File: src/rtl/pwm_period_sequencer_pkg.sv
// pwm_period_sequencer_pkg: mode and state encodings shared by the sequencer and the PWM counter
package pwm_period_sequencer_pkg;
  localparam logic [1:0] MODE_OFF = 2'd0, MODE_UP = 2'd1, MODE_DOWN = 2'd2, MODE_UP_DOWN = 2'd3;
  typedef enum logic [1:0] {ST_IDLE = 2'd0, ST_RUN = 2'd1, ST_STOPPING = 2'd2} state_t;
endpackage

File: src/rtl/pwm_shadow_regs.sv
// pwm_shadow_regs: host-written shadow config, active config and the pending-update flag
module pwm_shadow_regs
  import pwm_period_sequencer_pkg::*;
#(
  parameter int WIDTH = 16,
  parameter int REP_WIDTH = 8
) (
  input  logic                 i_clk,
  input  logic                 i_reset_n,
  input  logic                 i_wr_en,
  input  logic [WIDTH-1:0]     i_wr_period,
  input  logic [1:0]           i_wr_mode,
  input  logic [REP_WIDTH-1:0] i_wr_reps,
  input  logic                 i_commit,
  output logic [1:0]           o_mode,
  output logic [WIDTH-1:0]     o_period,
  output logic [1:0]           o_shadow_mode,
  output logic [REP_WIDTH-1:0] o_shadow_reps,
  output logic                 o_pending
);
  logic [WIDTH-1:0] shadow_period;
  always_ff @(posedge i_clk) begin
    if (!i_reset_n) begin
      shadow_period <= '0;
      o_shadow_mode <= MODE_OFF;
      o_shadow_reps <= '0;
      o_mode        <= MODE_OFF;
      o_period      <= '0;
      o_pending     <= 1'b0;
    end else begin
      if (i_wr_en) begin
        shadow_period <= i_wr_period;
        o_shadow_mode <= i_wr_mode;
        o_shadow_reps <= i_wr_reps;
      end
      if (i_commit) begin
        o_mode   <= o_shadow_mode;
        o_period <= shadow_period;
      end
      // a write landing on a commit edge keeps the new values pending
      o_pending <= i_wr_en | (o_pending & ~i_commit);
    end
  end
endmodule

File: src/rtl/pwm_period_sequencer.sv
// pwm_period_sequencer: run control and boundary-synchronous config commit for the PWM period counter
module pwm_period_sequencer
  import pwm_period_sequencer_pkg::*;
#(
  parameter int WIDTH = 16,
  parameter int REP_WIDTH = 8
) (
  input  logic                 i_clk,
  input  logic                 i_reset_n,
  input  logic                 i_wr_en,
  input  logic [WIDTH-1:0]     i_wr_period,
  input  logic [1:0]           i_wr_mode,
  input  logic [REP_WIDTH-1:0] i_wr_reps,
  input  logic                 i_start,
  input  logic                 i_stop,
  input  logic                 i_abort,
  input  logic                 i_tick,
  input  logic [WIDTH-1:0]     i_cnt_value,
  output logic                 o_cnt_en,
  output logic                 o_cnt_clear,
  output logic [1:0]           o_mode,
  output logic [WIDTH-1:0]     o_period,
  output logic                 o_sync_en,
  output logic                 o_busy,
  output logic                 o_done,
  output logic                 o_update_pending,
  output logic [REP_WIDTH-1:0] o_reps_left
);
  state_t state_q, state_d;
  logic [REP_WIDTH-1:0] reps_q, reps_d, shadow_reps;
  logic [1:0] shadow_mode;
  logic first_q, first_d, commit, finish, running, idle, term, boundary, start_ok;
  pwm_shadow_regs #(.WIDTH(WIDTH), .REP_WIDTH(REP_WIDTH)) u_shadow (
    .i_clk(i_clk),
    .i_reset_n(i_reset_n),
    .i_wr_en(i_wr_en),
    .i_wr_period(i_wr_period),
    .i_wr_mode(i_wr_mode),
    .i_wr_reps(i_wr_reps),
    .i_commit(commit),
    .o_mode(o_mode),
    .o_period(o_period),
    .o_shadow_mode(shadow_mode),
    .o_shadow_reps(shadow_reps),
    .o_pending(o_update_pending)
  );
  assign idle     = state_q == ST_IDLE;
  assign running  = !idle;
  // UP_DOWN starts from the cleared 0, so that first tick is not a return to 0
  assign term     = (o_mode == MODE_UP)      ? i_cnt_value == o_period :
                    (o_mode == MODE_DOWN)    ? i_cnt_value == '0 :
                    (o_mode == MODE_UP_DOWN) ? i_cnt_value == '0 && !first_q : 1'b0;
  assign boundary = running & i_tick & term;
  assign start_ok = i_start && shadow_mode != MODE_OFF;
  assign o_cnt_en    = running & i_tick;
  assign o_sync_en   = running;
  assign o_busy      = running;
  assign o_reps_left = reps_q;
  always_comb begin
    state_d = state_q;
    reps_d  = reps_q;
    first_d = first_q & ~(running & i_tick);
    commit  = 1'b0;
    finish  = 1'b0;
    if (idle) begin
      commit = o_update_pending | start_ok;
      if (start_ok) begin
        state_d = ST_RUN;
        reps_d  = shadow_reps;
        first_d = 1'b1;
      end
    end else if (i_abort || (boundary && (i_stop || state_q == ST_STOPPING))) begin
      finish = 1'b1;
    end else if (i_stop) begin
      state_d = ST_STOPPING;
    end else if (boundary) begin
      commit = o_update_pending;
      reps_d = (reps_q != '0) ? reps_q - REP_WIDTH'(1) : reps_q;
      finish = (o_update_pending && shadow_mode == MODE_OFF) || reps_q == REP_WIDTH'(1);
    end
    if (finish) state_d = ST_IDLE;
  end
  always_ff @(posedge i_clk) begin
    if (!i_reset_n) begin
      state_q     <= ST_IDLE;
      reps_q      <= '0;
      first_q     <= 1'b0;
      o_cnt_clear <= 1'b1;
      o_done      <= 1'b0;
    end else begin
      state_q     <= state_d;
      reps_q      <= reps_d;
      first_q     <= first_d;
      o_cnt_clear <= finish | (o_cnt_clear & ~(idle & start_ok));
      o_done      <= finish;
    end
  end
endmodule

File: config.mk
export PLATFORM = sky130hd
export DESIGN_NAME = pwm_period_sequencer
export DESIGN_NICKNAME = d
export VERILOG_FILES = /design/src/rtl/pwm_period_sequencer_pkg.sv /design/src/rtl/pwm_shadow_regs.sv /design/src/rtl/pwm_period_sequencer.sv
export SDC_FILE = /design/constraint.sdc
export NUM_CORES = 1
export LEC_CHECK = 0
export CORE_UTILIZATION = 40
export DETAILED_ROUTE_END_ITERATION = 6
export HOLD_SLACK_MARGIN = 0.06
export PLACE_DENSITY_LB_ADDON = 0.08
export REMOVE_ABC_BUFFERS = 1
export SKIP_CTS_REPAIR_TIMING = 1
export SLEW_MARGIN = 15
export SYNTH_ARGS = -nofsm -noshare
export SYNTH_HDL_FRONTEND = slang
export SYNTH_SLANG_ARGS = --single-unit
File: constraint.sdc
create_clock -name i_clk -period 2.1 [get_ports i_clk]
set_input_delay 0.21 -clock i_clk [delete_from_list [all_inputs] [get_ports i_clk]]
set_output_delay 0.21 -clock i_clk [all_outputs]
set_load 0.02 [all_outputs]
==> flow_metrics.py, run 1 <==
metrics = {
    "timing": {
        "max_freq_mhz": 499,
        "worst_hold_slack_ps": 366,
        "finalMaxSlewViolations": 0,
        "setup_violations": 0,
        "tightest_slew_ps": 464,
        "hold_violations": 0,
        "min_period_ps": 2000,
        "setup_ws_ps": 97.5,
        "period_share_pct": 95.4,
        "maxSlewHeadroom_pct": 68.8,
        "finClkSkew_ps": 9.05,
    },
    "cells_and_area": {
        "area_delta_synth_final_pct": 49.9,
        "layout-drive-gt1-share_pct": 18.9,
        "antenna_cells": 0,
        "regArea_um2": 1160,
        "num-nets-final": 475,
        "fin_area_um2": 4150,
        "multi_input_comb_area_um2": 1520,
        "nFillCells": 573,
        "final_util_pct": 63.6,
    },
    "logic_synthesis": {
        "async_flop_share_pct": 0,
        "synth_ff_type": "dfxtp_1",
        "synth_cells": 304,
        "ys_ff_latch": 58,
        "synth_edf_count": 0,
        "synthesis.area_um2": 2770,
        "synth-seq-area-share_pct": 41.9,
        "synth.distinct_cells": 45,
        "synth_warnings": 0,
        "avgSynthCellArea_um2": 9.11,
    },
    "route": {
        "routed_wl_um": 7300,
        "first_pass_iters": 4,
        "drc_errors": 0,
        "final_antenna_net_count": 0,
        "drt_iter0_drc": 99,
        "vias": 2573,
        "wl_per_cell_um": 14.4,
        "via_per_inst": 5.08,
    },
    "floorplanning": {
        "die-height_um": 85.2,
        "die_area_um2": 7260,
        "core-area_um2": 6530,
        "die_x_um": 85.2,
        "start_util_pct": 42.4,
        "ios": 81,
        "num_rows": 29,
    },
    "clock_tree": {
        "path_clk_slew_ps": 70,
        "htreeDepth": 3,
        "numClockSinks": 58,
        "cts.path.max_buffers": 2,
        "clock_latency_ps": 350,
        "cts_tree": "built",
        "ctsRootBufferMaster": "clkbuf_8",
        "numCtsBuffers": 9,
    },
    "place": {
        "dp_slack_ps": -591,
        "post_dp_cell_area_um2": 3900,
        "portBuffers": 80,
        "dp_hpwl_um": 5330,
        "gp_congestion": 0.807,
    },
    "worst_setup_path": {
        "critPathCaptureType": "register",
        "r2r_start": "u_shadow.o_period[2]",
        "r2r-end": "u_shadow.o_period[14]",
        "cp_max_fo": 5,
        "r2r_cells": 7,
        "start_kind": "input pin",
        "cp.arrival_ps": 2270,
        "critPathKind": "input pin to register",
        "r2r_slack_ps": 130,
        "cp.required_ps": 2360,
        "cp-startpoint": "i_cnt_value[7]",
        "crit_end": "u_shadow.o_period[14]",
    },
    "power_and_ir_drop": {
        "power_density_nw_per_um2": 626,
        "leakage_nw": 1.75,
        "p_total_mw": 2.60,
        "vdd_drop_max_uv": 554,
    },
    "global_route": {
        "grt_max_degree": 35,
        "grt_pass1_vias": 2502,
        "grt_first_pass_wirelength_um": 12200,
        "grt_usage_pct": 21.7,
        "overflow": 0,
        "antenna_found_initial": 0,
    },
    "status": {
        "status": "finished, final reports clean",
    },
    "worst_hold_path": {
        "worstHoldPathType": "input pin to register",
    },
    "run": {
        "maxCapViolCount": 0,
    },
}
cell families after synthesis:
logic type | after synthesis | synth area share (%)
AOI/OAI and AO/OA | 42 | 11.7
xor gates and xnor gates | 16 | 5.06
adders and majority gates | 2 | 0.903
buffers and inverters | 25 | 5.19
DFF | 58 | 41.9
muxes | 44 | 15.9
and+or+nand+nor | 117 | 19.3
worst max-delay path, stage by stage:
cell and delay, ps:
clkdlybuf4s50_1 450, buf_4 150, nor4b_2 210, and4_1 240, and2_4 160, o22ai_2 80
a311oi_4 370, buf_6 200, mux2i_1 200
worst min path at each step:
stage / startpoint / endpoint / cells past startpoint
6_report: i_wr_en / u_shadow.shadow_period[7] / 3
5_1_grt: i_wr_en / u_shadow.shadow_period[14] / 3
4_1_cts: i_wr_en / u_shadow.shadow_period[7] / 3
3_5_place_dp: u_shadow.shadow_period[6] / u_shadow.o_period[6] / 2
3_3_place_gp: u_shadow.shadow_period[8] / u_shadow.o_period[8] / 2
2_1_floorplan: i_reset_n / u_shadow.o_pending / 1
flip-flops by register name, indices dropped and copies added, names as in the netlist, 2 cells and up:
name / flops
state_q: 2
u_shadow.o_mode: 2
u_shadow.o_shadow_reps: 8
u_shadow.shadow_period: 16
u_shadow.o_shadow_mode: 2
o_reps_left: 8
u_shadow.o_period: 16
layout make-up:
cell class,instances,share of cell area [%]
clock buffers,11,3.41
repair buffers,127,28.4
well taps,77,2.32
flip-flops and latches,58,28.0
inverters,7,0.633
multi-input cells,221,36.5
clock inverters,5,0.723
power by group:
part           internal, mW  switching (mW)
clock network         0.453           0.449
logic                 0.273           0.234
registers              1.15          0.0368
total                  1.88           0.720
routing by layer:
metal  GRT usage (%)  vias up  routed length (µm)
li1                -     1311                   -
met1            29.0     1188                3460
met2            33.6       63                3410
met3            7.00       11                 322
met4            6.01        0                 101
met5               0        -                   0
synth_stat cells, types with 2 or more instances:
master | n | area share [%]
dlygate4sd3_1 | 2 | 0.72
o21a_1 | 2 | 0.54
nor4b_1 | 2 | 0.63
ha_1 | 2 | 0.90
clkbuf_1 | 11 | 1.5
nor4_1 | 9 | 2.0
a211oi_1 | 2 | 0.54
xor2_1 | 16 | 5.1
dfxtp_1 | 58 | 42
mux2i_1 | 44 | 16
o31ai_1 | 7 | 1.9
o21ai_0 | 3 | 0.54
and2_1 | 2 | 0.45
inv_1 | 7 | 0.95
or3_1 | 2 | 0.45
nor2_1 | 40 | 5.4
o311ai_0 | 6 | 1.9
nor3_1 | 6 | 1.1
nand3_1 | 3 | 0.54
nand2_1 | 43 | 5.8
a21oi_1 | 12 | 2.2
a22oi_1 | 2 | 0.54
cell usage in the layout, fill, tap and decap left out, types with 3 or more instances in the layout:
cell,count
nand2_1,43
xor2_1,16
a21oi_1,10
nand3_1,3
o31ai_1,7
nor4_2,3
clkbuf_8,10
clkdlybuf4s50_1,75
dfxtp_1,57
buf_4,44
dlymetal6s2s_1,4
clkinv_2,3
inv_1,7
nor3_1,6
o311ai_1,4
mux2i_1,44
nor2_1,40
o21ai_0,3
nor4_1,6
stage by stage:
step | setup TNS, ps | std cells
after floorplan | -23060 | 286
after global placement | -14900 | 487
after detailed placement | -15780 | 487
after CTS | -4610 | 503
after global routing | -25.3 | 506
final | 0 | 506
Power figures use the tool's default switching activity.
==> inputs of run 2 (changes only) <==
--- a/config.mk
+++ b/config.mk
@@ -5,6 +5,7 @@
 export SDC_FILE = /design/constraint.sdc
 export NUM_CORES = 1
 export LEC_CHECK = 0
+export CAP_MARGIN = 10
 export CORE_UTILIZATION = 40
 export DETAILED_ROUTE_END_ITERATION = 6
 export HOLD_SLACK_MARGIN = 0.06
==> results of run 2 <==
Same layout as run 1: the final DEF is identical, and so are final timing and power.
==> inputs of run 3 (changes only) <==
--- a/config.mk
+++ b/config.mk
@@ -5,7 +5,6 @@
 export SDC_FILE = /design/constraint.sdc
 export NUM_CORES = 1
 export LEC_CHECK = 0
-export CAP_MARGIN = 10
 export CORE_UTILIZATION = 40
 export DETAILED_ROUTE_END_ITERATION = 6
 export HOLD_SLACK_MARGIN = 0.06
==> results of run 3 <==
Same layout as run 1: the final DEF is identical, and so are final timing and power.
